[src/rtl/sram_fifo_ctrl_if.sv]
// Stream and SRAM-port bundle for sram_fifo_ctrl.
// The slave modport is the controller's view; master is the surrounding logic.
interface sram_fifo_ctrl_if #(
    parameter int unsigned WIDTH = 32,
    parameter int unsigned DEPTH = 256
);
    localparam int unsigned W_ADDR  = $clog2(DEPTH);
    localparam int unsigned W_LEVEL = $clog2(DEPTH + 3);

    logic [WIDTH-1:0]   in_data;
    logic               in_valid;
    logic               in_ready;
    logic [WIDTH-1:0]   out_data;
    logic               out_valid;
    logic               out_ready;
    logic [W_LEVEL-1:0] level;
    logic [W_ADDR-1:0]  sram_waddr;
    logic [WIDTH-1:0]   sram_wdata;
    logic               sram_wen;
    logic [W_ADDR-1:0]  sram_raddr;
    logic               sram_ren;
    logic [WIDTH-1:0]   sram_rdata;

    modport slave (
        input  in_data, in_valid, out_ready, sram_rdata,
        output in_ready, out_data, out_valid, level,
        output sram_waddr, sram_wdata, sram_wen, sram_raddr, sram_ren
    );

    modport master (
        output in_data, in_valid, out_ready, sram_rdata,
        input  in_ready, out_data, out_valid, level,
        input  sram_waddr, sram_wdata, sram_wen, sram_raddr, sram_ren
    );
endinterface

[src/rtl/sram_fifo_ctrl.sv]
// FIFO controller sequencing an external 1R1W synchronous SRAM behind
// valid/ready streams. A 2-entry head/skid buffer hides the SRAM read latency.
// Optional macro SRAM_FIFO_CTRL_BYPASS_EN: when the FIFO holds nothing in the
// SRAM or in flight, pushed beats go straight into the output buffer.
module sram_fifo_ctrl #(
    parameter int unsigned WIDTH = 32,
    parameter int unsigned DEPTH = 256
) (
    input  logic            clk,
    input  logic            rst_n,
    sram_fifo_ctrl_if.slave bus
);
    localparam int unsigned W_ADDR  = $clog2(DEPTH);
    localparam int unsigned W_LEVEL = $clog2(DEPTH + 3);
    localparam int unsigned W_SLVL  = $clog2(DEPTH + 1);
    localparam logic [W_ADDR-1:0] LAST_ADDR = W_ADDR'(DEPTH - 1);
    localparam logic [W_SLVL-1:0] FULL_LVL  = W_SLVL'(DEPTH);

    logic [W_ADDR-1:0] wptr_q, wptr_d;
    logic [W_ADDR-1:0] rptr_q, rptr_d;
    logic [W_SLVL-1:0] sram_level_q, sram_level_d;
    logic              inflight_q, inflight_d;
    logic [1:0]        buf_level_q, buf_level_d;
    logic [WIDTH-1:0]  head_q, head_d;
    logic [WIDTH-1:0]  skid_q, skid_d;

    logic              in_ready_c;
    logic              push;
    logic              pop;
    logic              byp;
    logic              wen;
    logic              ren;
    logic              enq;
    logic [2:0]        occ_after_pop;
    logic [WIDTH-1:0]  enq_data;

    // Handshakes, read-issue and bypass decisions
    always_comb begin
        in_ready_c    = (sram_level_q != FULL_LVL);
        push          = rst_n && bus.in_valid && in_ready_c;
        pop           = (buf_level_q != 2'd0) && bus.out_ready;
        occ_after_pop = 3'(buf_level_q) + 3'(inflight_q) - 3'(pop);
        ren           = (sram_level_q != '0) && (occ_after_pop < 3'd2);
`ifdef SRAM_FIFO_CTRL_BYPASS_EN
        byp           = push && (sram_level_q == '0) && !inflight_q
                        && ((3'(buf_level_q) - 3'(pop)) < 3'd2);
`else
        byp           = 1'b0;
`endif
        wen           = push && !byp;
        enq           = inflight_q || byp;
        enq_data      = inflight_q ? bus.sram_rdata : bus.in_data;
    end

    // Next-state for pointers, levels and the head/skid buffer
    always_comb begin
        wptr_d       = wptr_q;
        rptr_d       = rptr_q;
        sram_level_d = sram_level_q + W_SLVL'(wen) - W_SLVL'(ren);
        inflight_d   = ren;
        buf_level_d  = buf_level_q;
        head_d       = head_q;
        skid_d       = skid_q;

        if (wen) begin
            wptr_d = (wptr_q == LAST_ADDR) ? '0 : wptr_q + W_ADDR'(1);
        end
        if (ren) begin
            rptr_d = (rptr_q == LAST_ADDR) ? '0 : rptr_q + W_ADDR'(1);
        end

        // Pop shifts skid into head; an enqueue lands in the first free slot
        case ({pop, enq})
            2'b10: begin
                head_d      = skid_q;
                buf_level_d = buf_level_q - 2'd1;
            end
            2'b01: begin
                if (buf_level_q == 2'd0) begin
                    head_d = enq_data;
                end else begin
                    skid_d = enq_data;
                end
                buf_level_d = buf_level_q + 2'd1;
            end
            2'b11: begin
                if (buf_level_q == 2'd1) begin
                    head_d = enq_data;
                end else begin
                    head_d = skid_q;
                    skid_d = enq_data;
                end
            end
            default: ;
        endcase
    end

    // State registers
    always_ff @(posedge clk or negedge rst_n) begin
        if (!rst_n) begin
            wptr_q       <= '0;
            rptr_q       <= '0;
            sram_level_q <= '0;
            inflight_q   <= 1'b0;
            buf_level_q  <= 2'd0;
            head_q       <= '0;
            skid_q       <= '0;
        end else begin
            wptr_q       <= wptr_d;
            rptr_q       <= rptr_d;
            sram_level_q <= sram_level_d;
            inflight_q   <= inflight_d;
            buf_level_q  <= buf_level_d;
            head_q       <= head_d;
            skid_q       <= skid_d;
        end
    end

    assign bus.in_ready   = in_ready_c;
    assign bus.out_valid  = (buf_level_q != 2'd0);
    assign bus.out_data   = head_q;
    assign bus.level      = W_LEVEL'(sram_level_q) + W_LEVEL'(inflight_q) + W_LEVEL'(buf_level_q);
    assign bus.sram_waddr = wptr_q;
    assign bus.sram_wdata = bus.in_data;
    assign bus.sram_wen   = wen;
    assign bus.sram_raddr = rptr_q;
    assign bus.sram_ren   = ren;
endmodule

[src/flat_wrapper.sv]
// flat-port wrapper written by rule: the top's interface ports become plain ports
module sram_fifo_ctrl_flat 
#(
    parameter int unsigned WIDTH = 32,
    parameter int unsigned DEPTH = 256
)
  (clk, rst_n, bus_in_data, bus_in_valid, bus_out_ready, bus_sram_rdata, bus_in_ready, bus_out_data, bus_out_valid, bus_level, bus_sram_waddr, bus_sram_wdata, bus_sram_wen, bus_sram_raddr, bus_sram_ren);
  sram_fifo_ctrl_if #(.WIDTH(WIDTH), .DEPTH(DEPTH)) bus_i ();
  input  logic clk;
  input  logic rst_n;
  input wire logic [$bits(bus_i.in_data)-1:0] bus_in_data;
  input wire logic [$bits(bus_i.in_valid)-1:0] bus_in_valid;
  input wire logic [$bits(bus_i.out_ready)-1:0] bus_out_ready;
  input wire logic [$bits(bus_i.sram_rdata)-1:0] bus_sram_rdata;
  output wire logic [$bits(bus_i.in_ready)-1:0] bus_in_ready;
  output wire logic [$bits(bus_i.out_data)-1:0] bus_out_data;
  output wire logic [$bits(bus_i.out_valid)-1:0] bus_out_valid;
  output wire logic [$bits(bus_i.level)-1:0] bus_level;
  output wire logic [$bits(bus_i.sram_waddr)-1:0] bus_sram_waddr;
  output wire logic [$bits(bus_i.sram_wdata)-1:0] bus_sram_wdata;
  output wire logic [$bits(bus_i.sram_wen)-1:0] bus_sram_wen;
  output wire logic [$bits(bus_i.sram_raddr)-1:0] bus_sram_raddr;
  output wire logic [$bits(bus_i.sram_ren)-1:0] bus_sram_ren;
  assign bus_i.in_data = bus_in_data;
  assign bus_i.in_valid = bus_in_valid;
  assign bus_i.out_ready = bus_out_ready;
  assign bus_i.sram_rdata = bus_sram_rdata;
  assign bus_in_ready = bus_i.in_ready;
  assign bus_out_data = bus_i.out_data;
  assign bus_out_valid = bus_i.out_valid;
  assign bus_level = bus_i.level;
  assign bus_sram_waddr = bus_i.sram_waddr;
  assign bus_sram_wdata = bus_i.sram_wdata;
  assign bus_sram_wen = bus_i.sram_wen;
  assign bus_sram_raddr = bus_i.sram_raddr;
  assign bus_sram_ren = bus_i.sram_ren;
  sram_fifo_ctrl #(.WIDTH(WIDTH), .DEPTH(DEPTH)) u_core (.clk(clk), .rst_n(rst_n), .bus(bus_i));
endmodule
[config.mk]
export PLATFORM = sky130hd
export DESIGN_NAME = sram_fifo_ctrl_flat
export DESIGN_NICKNAME = d
export VERILOG_FILES = /design/src/rtl/sram_fifo_ctrl_if.sv /design/src/rtl/sram_fifo_ctrl.sv /design/src/flat_wrapper.sv
export SDC_FILE = /design/constraint.sdc
export NUM_CORES = 1
export LEC_CHECK = 0
export BUFFER_PORTS_ARGS = -buffer_cell sky130_fd_sc_hd__buf_2
export CELL_PAD_IN_SITES_DETAIL_PLACEMENT = 0
export CELL_PAD_IN_SITES_GLOBAL_PLACEMENT = 1
export CORE_MARGIN = 2
export CORE_UTILIZATION = 39
export CTS_CLUSTER_SIZE = 14
export DETAILED_ROUTE_END_ITERATION = 6
export PLACE_DENSITY_LB_ADDON = 0.3
export SLEW_MARGIN = 20
export SYNTH_ARGS = -nofsm -noshare
export SYNTH_HDL_FRONTEND = slang
export SYNTH_SLANG_ARGS = --single-unit
[constraint.sdc]
create_clock -name clk -period 4.29 [get_ports clk]
set_input_delay 0.429 -clock clk [delete_from_list [all_inputs] [get_ports clk]]
set_output_delay 0.429 -clock clk [all_outputs]
set_load 0.03 [all_outputs]
* Word-level counts from Yosys, hierarchy flattened
Index checks and enable logic that the tools add are counted.
** Word-level totals
- Output and inout bits :: 93
- Register bits :: 92
- Logic and storage cells :: 50
- Input bits :: 68
** Operators by class
- Magnitude comparators :: 1
- Muxes and demuxes :: 10
- Reductions and logical operators :: 12
- $add $sub $neg :: 10
- Equality and inequality tests :: 10
** Operators by type and width (number)
- $mux W32 :: 5
- $pmux W32 S3 :: 1
- $pmux W32 S2 :: 1
- $add A9 B1 Y9 :: 2
- $add A8 B1 Y8 const B :: 2
- $eq A8 B8 Y1 const B :: 2
- $mux W8 :: 2
- $add A9 B2 Y9 :: 1
- $ne A9 B9 Y1 const B :: 1
- $reduce_bool A9 Y1 :: 1
- $sub A9 B1 Y9 :: 1
- $reduce_bool A2 Y1 :: 3
- $eq A2 B1 Y1 const B :: 2
- $eq A2 B2 Y1 const B :: 2
- $logic_and A1 B1 Y1 :: 4
- $ne A2 B2 Y1 const B :: 2
- $pmux W2 S2 :: 1
- $add A2 B1 Y3 :: 1
- $lt A3 B2 Y1 const B :: 1
- $reduce_and A3 Y1 :: 1
- $reduce_bool A3 Y1 :: 1
- $sub A3 B1 Y3 :: 1
- $add A2 B1 Y2 const B :: 1
- $logic_not A2 Y1 :: 1
- other kinds (3) :: 3

* Longest topological paths before layout
- Depth after elaboration :: 6
- Gate-level depth with buffers :: 18
- Depth with buffers taken out :: 18

* Least setup slack after synthesis
OpenSTA, ideal clock, no wires.
- Kind :: reg-to-reg
- Start :: reg u_core.buf_level_q[1]
- End :: reg u_core.sram_level_q[8]
- Data required time :: 4166 ps
- Path slack :: 323 ps
- Stages on the path, launching flop included :: 19
- Path buffers :: 0
- Arrival time :: 3843 ps
- Setup time :: 124 ps
- Clock period less this slack :: 3967 ps
- Cell sequence :: dfrtp_1 -> inv_1 -> ha_1 -> nor2b_4 -> inv_2 -> nor2_1 -> o21ai_0 -> fa_1 -> xnor2_2 -> o311ai_4 -> inv_2 -> ha_1 -> inv_1 -> ha_1 -> fa_1 -> a21oi_1 -> o2111a_1 -> o2bb2ai_1 -> xnor2_1
** Between the ends
- Longest elaborated chain between the ends :: 6
- Elaborated cells on any way between the ends :: 7
- Classes of those cells :: add/sub (3); order compare (1); reduce/logical (3)
** Ends and longest elaborated chain
- start: declaration :: RTL line sram_fifo_ctrl.sv:23 : logic [1:0] buf_level_q, buf_level_d;
- start signal: assignment :: RTL line sram_fifo_ctrl.sv:113 : buf_level_q <= buf_level_d;
- branches (longest 2 deep; another with $add A2 B1 Y3)
- $sub A3 B1 Y3 (*) :: RTL line sram_fifo_ctrl.sv:42 : occ_after_pop = 3'(buf_level_q) + 3'(inflight_q) - 3'(pop);
- $lt A3 B2 Y1 (*) :: RTL line sram_fifo_ctrl.sv:43 : ren = (sram_level_q != '0) && (occ_after_pop < 3'd2);
- $logic_and A1 B1 Y1 (*) :: RTL line sram_fifo_ctrl.sv:43
- named net bus_sram_ren :: RTL line flat_wrapper.sv:23 : output wire logic [$bits(bus_i.sram_ren)-1:0] bus_sram_ren;
- $sub A9 B1 Y9 (*) :: RTL line sram_fifo_ctrl.sv:59 : sram_level_d = sram_level_q + W_SLVL'(wen) - W_SLVL'(ren);
- named net u_core.sram_level_d[8] :: RTL line sram_fifo_ctrl.sv:21 : logic [W_SLVL-1:0] sram_level_q, sram_level_d;
- end signal: assignment :: RTL line sram_fifo_ctrl.sv:111 : sram_level_q <= sram_level_d;
- end: declaration :: RTL line sram_fifo_ctrl.sv:21
Mark *: on every way through the listed nets, which the timed path passes.
A chain may end at the register's enable or synchronous reset.

* Worst setup path in the final report
- Start :: reg u_core.buf_level_q[1]
- End :: reg u_core.sram_level_q[8]
** Between the ends
- Longest elaborated chain between the ends :: 6
- Elaborated cells on any way between the ends :: 7
- Classes of those cells :: add/sub (3); order compare (1); reduce/logical (3)
** Ends and longest elaborated chain (RTL line)
- branches (longest 2 deep; another with $add A2 B1 Y3)
- $sub A3 B1 Y3 (*) :: sram_fifo_ctrl.sv:42
- $lt A3 B2 Y1 (*) :: sram_fifo_ctrl.sv:43
- $logic_and A1 B1 Y1 (*) :: sram_fifo_ctrl.sv:43
- $sub A9 B1 Y9 (*) :: sram_fifo_ctrl.sv:59
- named net u_core.sram_level_d[8] :: sram_fifo_ctrl.sv:21
Marks and branches as above.

==> flow_metrics.py <==
metrics = {
    "floorplanning": {
        "dieArea_um2": 14000,
        "die_h_um": 118,
        "die_w_um": 118,
        "start_util_pct": 40.1,
        "std_cell_rows": 41,
        "ioPinCount": 161,
        "core_um2": 12700,
    },
    "finish": {
        "fill_cells": 1247,
        "utilization_pct": 48.5,
        "n_antenna_cell": 0,
        "multi_input_area_um2": 2260,
        "area_growth_pct": 21.0,
        "layoutNonFillerInstCount": 810,
        "fin_nets": 729,
        "drive_gt1_share_pct": 31.3,
        "register_area_um2": 2300,
    },
    "setup_path": {
        "path_cells": "inv_1 -> ha_1 -> nor2b_4 -> inv_2 -> nor2_1 -> o21ai_0 -> fa_1 -> xnor2_2 -> o311ai_4 -> inv_2 -> ha_1 -> inv_1 -> ha_1 -> fa_1 -> a21oi_1 -> o2111a_1 -> o2bb2ai_1 -> xnor2_1",
        "crit_arrival_ps": 4210,
        "critPathMaxFanout": 8,
        "r2r_slack_ps": 340,
        "path_class": "reg -> reg",
        "cp_top_family": "adder cells",
        "cp-end-kind": "flip-flop",
        "cp-start-kind": "flip-flop",
        "max_stage_delay_ps": 470,
        "path_buf_inv": 4,
        "cp_slowest_cell": "dfrtp_2",
        "required_ps": 4550,
        "cpMostUsedCell": "ha_1",
    },
    "routing": {
        "avgRoutedWirePerCell_um": 14.7,
        "dr_total_vias": 3947,
        "wl_um": 11900,
        "first_pass_iters": 4,
        "drt_iter0_drc": 219,
        "ant_nets": 0,
        "drc": 0,
        "viasPerCell": 4.87,
    },
    "power": {
        "cellLeakagePower_nw": 3.12,
        "power_density_nw_per_um2": 909,
        "ir_worst_vdd_v": 0.000700,
        "p_sw_mw": 2.65,
        "power.share.combinational_pct": 56.8,
        "switching_share_pct": 47.2,
        "p_int_mw": 2.97,
        "pwr-share-clk_pct": 14.3,
        "p_seq_share_pct": 28.9,
    },
    "sta": {
        "final-setup-viol-count": 0,
        "max_freq_mhz": 253,
        "timing.setup.tns_ps": 0,
        "worst-slew-pin-transition_ps": 976,
        "rsz0062_at_grt": "false",
        "slew_viol_final": 0,
        "fin_skew_ps": 5.66,
        "max_slew_margin_pct": 34.8,
        "post-route-period-util_pct": 92.0,
        "holdWs_ps": 217,
        "layout_min_cycle_time_ps": 3950,
        "hold_viol": 0,
    },
    "synth": {
        "synth.top_cell.area_share_pct": 45.1,
        "ys_seq_area_share_pct": 45.1,
        "ys_ff_latch": 92,
        "synth_ff_type": "dfrtp_1",
        "synthesis.area_um2": 5100,
        "ys_async_sr_fraction_pct": 100,
        "synth_nets": 601,
        "yosysWarnings": 0,
        "yosysTopAreaCell": "dfrtp_1",
        "synth.distinct_cells": 49,
        "synth_top_cells_by_area": "dfrtp_1, mux2i_1, ha_1, o221ai_1, buf_4",
        "synth_edf_count": 0,
        "syn_area_per_cell_um2": 10.1,
        "synthCells": 506,
    },
    "status": {
        "status": "complete, no violations",
    },
    "worst_hold_path": {
        "hp-class": "in -> async",
    },
    "placement": {
        "dp_hpwl_um": 8560,
        "portBuffers": 160,
        "gp_congestion": 0.798,
        "dp.cells": 795,
    },
    "global_route": {
        "grt_max_degree": 54,
        "grt_usage_pct": 17.7,
        "overflow": 0,
        "grt_pass1_wl_um": 20200,
        "first_global_vias": 4040,
        "antenna_found_initial": 0,
    },
    "clock_tree": {
        "cts_inserted_buffers": 9,
        "clk_pin_slew_ps": 60,
        "h-tree-depth": 3,
        "tritoncts": "yes",
        "clkSinkCount": 92,
        "cts_buffer_depth": 2,
        "ctsHoldBuffers": 0,
        "cts_setup_buffers": 0,
        "worst_skew_pair.late_latency_ps": 340,
        "root_buffer": "clkbuf_16",
    },
    "job": {
        "cap_violations": 0,
    },
}
[synth_stat cells, types with 3 or more instances]
master / instances
a21o_1: 4
a21oi_1: 36
and3_1: 5
buf_2: 15
buf_4: 34
dfrtp_1: 92
fa_1: 4
ha_1: 23
inv_1: 53
inv_2: 3
mux2i_1: 32
nand2_1: 46
nand3_1: 6
nand3b_1: 5
nand4_1: 4
nor2_1: 41
nor3_1: 5
o21ai_0: 7
o221ai_1: 32
xnor2_1: 17
xor2_1: 6
[stage by stage]
step | setup slack [ps] | instance area, um^2 | total power, mW
floorplan | 323 | 5100 | 4.00
global placement | 355 | 5870 | 4.76
detailed placement | 212 | 5870 | 4.85
CTS | 189 | 6170 | 5.68
global route | 62.7 | 6170 | 6.07
finish | 344 | 6170 | 5.61
[state kept, by name, indices dropped and copies added (netlist names)]
| register | cells |
|---|---|
| u_core.bus.out_data | 32 |
| u_core.bus.sram_waddr | 8 |
| u_core.bus.sram_raddr | 8 |
| u_core.sram_level_q | 9 |
| u_core.buf_level_q | 2 |
| u_core.skid_q | 32 |
| u_core.enq | 1 |
[routing by layer]
layer / up-vias / track usage (%) / wire length (um)
met5: - / 0 / 0
met4: 0 / 4.69 / 124
met3: 12 / 4.05 / 733
met2: 116 / 28.8 / 5500
met1: 1866 / 23.8 / 5580
li1: 1953 / - / -
[layout by cell type, fill, tap and decap left out, types with 2 or more instances in the layout]
master,count
nand4_1,4
mux2i_1,32
inv_2,3
a31oi_1,2
clkbuf_8,2
nand2_1,46
nor2b_1,2
nor3_1,5
ha_1,23
or3_1,2
fa_1,4
clkbuf_16,9
inv_1,53
nor3b_1,2
dfrtp_2,2
xnor2_1,17
and3_1,5
o221ai_1,32
a21oi_4,2
and4_1,2
buf_2,159
o21ai_0,7
o311ai_4,2
xor2_1,6
nor2_1,41
a21bo_2,2
buf_4,8
nand3b_1,5
a21o_1,4
dfrtp_1,90
a21oi_1,35
nand3_1,6
[layout make-up]
cell class | instances | share of cell area, %
Clock buffer | 12 | 4.15
Sequential cell | 92 | 37.3
Inverter | 57 | 3.51
Tap cell | 172 | 3.49
Timing Repair Buffer | 168 | 14.2
Clock inverter | 3 | 0.750
Multi-Input combinational cell | 306 | 36.6
[power groups by stage]
stage	sequential, mW	combinational [mW]	clock (mW)
3_3_place_gp	1.61	3.15	0
3_5_place_dp	1.64	3.22	0
4_1_cts	1.63	3.23	0.829
5_1_grt	1.68	3.52	0.863
6_report	1.62	3.19	0.803
2_1_floorplan	1.96	2.03	0
[kinds of logic after synthesis]
| kind of cell | count (synthesis) | synth area share [%] |
|---|---|---|
| flops | 92 | 45.1 |
| mux | 34 | 6.79 |
| simple gates | 125 | 11.7 |
| buf+inv | 108 | 10.9 |
| compound gates | 96 | 14.1 |
| fa+ha+maj | 27 | 7.21 |
| xor+xnor | 24 | 4.27 |
[path summary, 6_finish.rpt]
path,startpoint,to,depth (start not counted)
max,u_core.buf_level_q[1],u_core.sram_level_q[8],18
min,rst_n,u_core.skid_q[29],2
max reg2reg,u_core.buf_level_q[1],u_core.sram_level_q[8],18
min reg2reg,u_core.bus.out_data[16],u_core.bus.out_data[16],2
max in group asynchronous,rst_n,u_core.bus.out_data[2],3
min in group clk,bus_sram_rdata[5],u_core.skid_q[5],3
[what timing repair did]
action | 4_1_cts | 5_1_grt
gates resized for setup | 0 | 1
setup endpoints to repair | 0 | 1
hold endpoints to repair | 0 | 0
Note: power is estimated with default switching activity, not from simulation.
